===== src/rtl/piso_feeder_if.sv =====
// Handshake and serial-output bundle between a word producer, the PISO feeder
// and the downstream serial-in shift register.
interface piso_feeder_if #(
    parameter int WIDTH = 4
);
    logic [WIDTH-1:0] s_data;
    logic             s_valid;
    logic             s_ready;
    logic             hold;
    logic             ser_d;
    logic             ser_en;
    logic             word_done;

    modport master (
        output s_data,
        output s_valid,
        output hold,
        input  s_ready,
        input  ser_d,
        input  ser_en,
        input  word_done
    );

    modport slave (
        input  s_data,
        input  s_valid,
        input  hold,
        output s_ready,
        output ser_d,
        output ser_en,
        output word_done
    );
endinterface


===== src/rtl/piso_word_buf.sv =====
// One-entry holding buffer; a take always wins over a write because the feeder
// only writes while the buffer is empty and only takes while it is full.
module piso_word_buf #(
    parameter int WIDTH = 4
) (
    input  logic             clk,
    input  logic             rst_n,
    input  logic             in_valid,
    input  logic [WIDTH-1:0] in_data,
    input  logic             out_take,
    output logic             full,
    output logic [WIDTH-1:0] out_data
);
    logic             full_r;
    logic [WIDTH-1:0] data_r;

    // Buffer occupancy flag and stored word.
    always_ff @(posedge clk or negedge rst_n) begin
        if (!rst_n) begin
            full_r <= 1'b0;
            data_r <= '0;
        end else if (out_take) begin
            full_r <= 1'b0;
        end else if (in_valid) begin
            full_r <= 1'b1;
            data_r <= in_data;
        end else begin
            full_r <= full_r;
        end
    end

    assign full     = full_r;
    assign out_data = data_r;
endmodule


===== src/rtl/piso_feeder.sv =====
// Parallel-in serial-out feeder: streams accepted words LSB first into a
// downstream serial-in shift register, with a one-word buffer for gapless flow.
module piso_feeder #(
    parameter int WIDTH = 4
) (
    input  logic         clk,
    input  logic         rst_n,
    piso_feeder_if.slave bus
);
    localparam int             CNT_W    = $clog2(WIDTH);
    localparam logic [CNT_W-1:0] LAST_CNT = CNT_W'(WIDTH - 1);

    logic [WIDTH-1:0] sh_r;
    logic [CNT_W-1:0] cnt_r;
    logic             busy_r;

    logic             buf_full_s;
    logic [WIDTH-1:0] buf_data_s;

    logic             ser_en_s;
    logic             done_s;
    logic             free_s;
    logic             accept_s;
    logic             load_s;
    logic [WIDTH-1:0] load_data_s;
    logic             buf_wr_s;
    logic             buf_take_s;

    piso_word_buf #(.WIDTH(WIDTH)) u_buf (
        .clk      (clk),
        .rst_n    (rst_n),
        .in_valid (buf_wr_s),
        .in_data  (bus.s_data),
        .out_take (buf_take_s),
        .full     (buf_full_s),
        .out_data (buf_data_s)
    );

    // Handshake decode: a buffered word always drains before a new one is taken.
    always_comb begin
        ser_en_s    = busy_r && !bus.hold;
        done_s      = ser_en_s && (cnt_r == LAST_CNT);
        free_s      = !busy_r || done_s;
        accept_s    = bus.s_valid && !buf_full_s;
        load_s      = 1'b0;
        load_data_s = '0;
        buf_wr_s    = 1'b0;
        buf_take_s  = 1'b0;
        if (free_s && buf_full_s) begin
            load_s      = 1'b1;
            load_data_s = buf_data_s;
            buf_take_s  = 1'b1;
        end else if (free_s && accept_s) begin
            load_s      = 1'b1;
            load_data_s = bus.s_data;
        end else if (accept_s) begin
            buf_wr_s    = 1'b1;
        end else begin
            buf_wr_s    = 1'b0;
        end
    end

    // Shifter: load, complete (clearing data so idle ser_d reads 0), or shift.
    always_ff @(posedge clk or negedge rst_n) begin
        if (!rst_n) begin
            sh_r   <= '0;
            cnt_r  <= '0;
            busy_r <= 1'b0;
        end else if (load_s) begin
            sh_r   <= load_data_s;
            cnt_r  <= '0;
            busy_r <= 1'b1;
        end else if (done_s) begin
            sh_r   <= '0;
            cnt_r  <= '0;
            busy_r <= 1'b0;
        end else if (ser_en_s) begin
            sh_r   <= sh_r >> 1;
            cnt_r  <= cnt_r + CNT_W'(1);
        end else begin
            sh_r   <= sh_r;
        end
    end

    assign bus.s_ready   = !buf_full_s;
    assign bus.ser_en    = ser_en_s;
    assign bus.ser_d     = sh_r[0];
    assign bus.word_done = done_s;
endmodule


===== src/flat_wrapper.sv =====
// flat-port wrapper written by rule: the top's interface ports become plain ports
module piso_feeder_flat 
#(
    parameter int WIDTH = 4
)
  (clk, rst_n, bus_s_data, bus_s_valid, bus_hold, bus_s_ready, bus_ser_d, bus_ser_en, bus_word_done);
  piso_feeder_if #(.WIDTH(WIDTH)) bus_i ();
  input  logic clk;
  input  logic rst_n;
  input wire logic [$bits(bus_i.s_data)-1:0] bus_s_data;
  input wire logic [$bits(bus_i.s_valid)-1:0] bus_s_valid;
  input wire logic [$bits(bus_i.hold)-1:0] bus_hold;
  output wire logic [$bits(bus_i.s_ready)-1:0] bus_s_ready;
  output wire logic [$bits(bus_i.ser_d)-1:0] bus_ser_d;
  output wire logic [$bits(bus_i.ser_en)-1:0] bus_ser_en;
  output wire logic [$bits(bus_i.word_done)-1:0] bus_word_done;
  assign bus_i.s_data = bus_s_data;
  assign bus_i.s_valid = bus_s_valid;
  assign bus_i.hold = bus_hold;
  assign bus_s_ready = bus_i.s_ready;
  assign bus_ser_d = bus_i.ser_d;
  assign bus_ser_en = bus_i.ser_en;
  assign bus_word_done = bus_i.word_done;
  piso_feeder #(.WIDTH(WIDTH)) u_core (.clk(clk), .rst_n(rst_n), .bus(bus_i));
endmodule

===== config.mk =====
export PLATFORM = sky130hd
export DESIGN_NAME = piso_feeder_flat
export DESIGN_NICKNAME = d
export VERILOG_FILES = /design/src/rtl/piso_feeder_if.sv /design/src/rtl/piso_word_buf.sv /design/src/rtl/piso_feeder.sv /design/src/flat_wrapper.sv
export SDC_FILE = /design/constraint.sdc
export NUM_CORES = 1
export LEC_CHECK = 0
export ABC_AREA = 0
export BUFFER_PORTS_ARGS = -buffer_cell sky130_fd_sc_hd__buf_2
export CAP_MARGIN = 10
export CORE_UTILIZATION = 33
export DETAILED_ROUTE_END_ITERATION = 8
export GPL_ROUTABILITY_DRIVEN = 0
export PLACE_DENSITY_LB_ADDON = 0.12
export RECOVER_POWER = 25
export REMOVE_ABC_BUFFERS = 1
export SYNTH_ARGS = -nofsm -noshare
export SYNTH_HDL_FRONTEND = slang
export SYNTH_SLANG_ARGS = --single-unit

===== constraint.sdc =====
create_clock -name clk -period 2.2 [get_ports clk]
set_clock_uncertainty 0.1 [all_clocks]
set_input_delay 0.11 -clock clk [delete_from_list [all_inputs] [get_ports clk]]
set_output_delay 0.11 -clock clk [all_outputs]
set_load 0.02 [all_outputs]

==> results_dict.tcl <==
set metrics [dict create \
    synth_compound_area_frac 0.168 \
    vias 502 \
    root_buffer "clkbuf_4" \
    use_met2 0.200 \
    via_per_inst 4.78 \
    synth_cell_types 24 \
    worstSetupEndpointType "output pin" \
    die_w_um 47.3 \
    cp_top_family "flip-flops" \
    yosys.area_share.xor_xnor 0 \
    numCtsBuffers 3 \
    clkSinkCount 12 \
    synth_cells 62 \
    synth.area.top_cells "dfrtp_1 (44%), mux2_4 (8.9%), a22oi_1 (4.4%)" \
    tightestPinTransition_ns 0.650 \
    cts_max_path_buffers 2 \
    hpwl_um 977 \
    first_pass_iters 2 \
    cp.required_ns 1.99 \
    path_cells "nor2b_1 > and2_1 > buf_2" \
    setup_viol_count_final 0 \
    wire_per_inst_um 12.3 \
    syn2layout_area_growth_pct 19.9 \
    cp_max_fo 11 \
    min_path_cells 2 \
    avgSynthCellArea_um2 10.9 \
    grt.total_usage 0.137 \
    netlist.area_leader.share 0.443 \
    path_class "flip-flop to output pin" \
    cap_violations 0 \
    grt_pass1_wl_mm 2.11 \
    r2r_cells 4 \
    wirelength_mm 1.29 \
    cp.arrival_ns 1.54 \
    report.final.slew_viol_count 0 \
    synthSimpleGateAreaFrac 0.214 \
    drive_above_1_share 0.282 \
    ys_seq_area_frac 0.443 \
    route.detailed.drc 0 \
    grt_pass1_vias 459 \
    final.period_utilization 0.793 \
    n_antenna_cell 0 \
    slowest_stage "dfrtp_1" \
    antenna_left 0 \
    synth_area_leader_cell "dfrtp_1" \
    tns_ns 0 \
    clkTransAtPathRegs_ns 0.08 \
    core_um2 1940 \
    fin_crit_ns 1.75 \
    antenna_found_initial 0 \
    crit_path_max_incr_delay_ns 0.60 \
    synthAdderAreaFrac 0.0185 \
    fin_cells 105 \
    fmax_mhz 573 \
    synth-seq-cells 12 \
    die_h_um 47.3 \
    portBuffers 11 \
    io_pins 12 \
    synth_top_family_by_area "simple AND/OR/NAND/NOR gates" \
    p_per_area_nw_per_um2 1060 \
    ir_drop_mv 0.503 \
    htree_levels 1 \
    clock_latency_ns 0.27 \
    synth_mux_area_frac 0.118 \
    outcome "completed" \
    initial_utilization 0.349 \
    min_path_type "input port to flip-flop" \
    ys_warn_count 0 \
    ctsHoldBuffers 3 \
    num_rows 16 \
    overflow 0 \
    use_met1 0.195 \
    max_slew_margin 0.567 \
    die_area_um2 2240 \
    drtIter0Drc 3 \
    cp.depth 3 \
    cts_tree "built" \
    critPathLaunchType "flip-flop" \
    grt_max_degree 14 \
    cts_resized 0 \
    busiest_layer "met2" \
    hold_viol 0 \
    postCtsSetupRepairBufs 0 \
    layout.nets 88 \
    leakage_uw 0.000379 \
    netlist_area_um2 678 \
    grtUsageMet3 0.0231 \
    path_buf_inv 1 \
    dp.cells 98 \
    rsz0062_at_grt "false" \
]
[final timing paths]
| path | startpoint | to | slack [ns] |
|---|---|---|---|
| setup / recovery | u_core.busy_r | bus_word_done | 0.45 |
| max in group asynchronous | rst_n | u_core.sh_r[0] | 1.31 |
| hold / removal | bus_s_data[1] | u_core.u_buf.out_data[1] | 0.005 |
| min in group asynchronous | rst_n | u_core.sh_r[2] | 0.27 |
| setup reg to reg | u_core.cnt_r[0] | u_core.u_buf.out_data[1] | 0.67 |
| hold reg to reg | u_core.sh_r[0] | u_core.sh_r[0] | 0.41 |
[logic make-up after synthesis]
logic type / Yosys count
compound gates: 16
fa+ha+maj: 1
buf+inv: 4
flops: 12
mux: 6
simple gates: 23
[power by group]
part | total, uW | internal, uW | switching [uW]
clock | 174 | 101 | 73.6
sequential | 369 | 302 | 67.0
combinational | 316 | 178 | 139
[layout by cell type, fill, tap and decap left out, types with 4 or more instances in the layout]
cell,Yosys,routed
buf_2,1,10
a22oi_1,4,4
nand2_1,7,7
a21oi_1,5,5
dfrtp_1,12,12
mux2_4,4,4
[layer usage]
metal | part of all wire | wire length [um] | up-vias
met5 | 0 | 0 | -
met4 | 0.0070 | 9 | 0
met1 | 0.53 | 684 | 237
met3 | 0.023 | 30 | 2
met2 | 0.44 | 564 | 7
li1 | - | - | 256
[flip-flops by register name (all words and copies together), names as in the netlist]
name and count:
u_core.sh_r 4, u_core.u_buf.out_data 4, u_core.cnt_r 2, u_core.busy_r 1
u_core.u_buf.full 1
[Yosys cell counts]
cell,count
and2_1,1
dfrtp_1,12
a21oi_1,5
and2b_4,1
o22a_1,3
mux2i_1,2
nand3b_1,3
buf_2,1
clkbuf_8,1
o2bb2ai_1,1
ha_1,1
nor2_1,2
nand2b_1,3
a22oi_1,4
nand2b_4,1
nand2_1,7
o21ba_2,1
inv_1,2
o21ai_0,1
a22o_1,1
mux2_4,4
nand3_4,1
nor2b_1,2
nor3_1,2
[metrics by stage]
| step | setup WS, ns | area (um^2) | util | hold WS (ns) | total power [uW] |
|---|---|---|---|---|---|
| floorplan | 0.656 | 659 | - | -0.286 | 606 |
| global placement | 0.685 | 748 | 0.385 | -0.0926 | 682 |
| detailed placement | 0.685 | 748 | 0.385 | -0.0916 | 686 |
| CTS | 0.437 | 815 | 0.419 | 0.00401 | 873 |
| global route | 0.327 | 813 | 0.419 | 0.0100 | 924 |
| finish | 0.455 | 813 | 0.419 | 0.00469 | 859 |
[final cells by class]
class | count | area [um^2]
clock buffer | 4 | 36.3
fill | 206 | 1130
sequential | 12 | 300
timing repair buffer | 14 | 83.8
multi-input combinational | 46 | 352
inverter | 2 | 7.51
tap | 27 | 33.8
(Power assumes the default switching activity.)
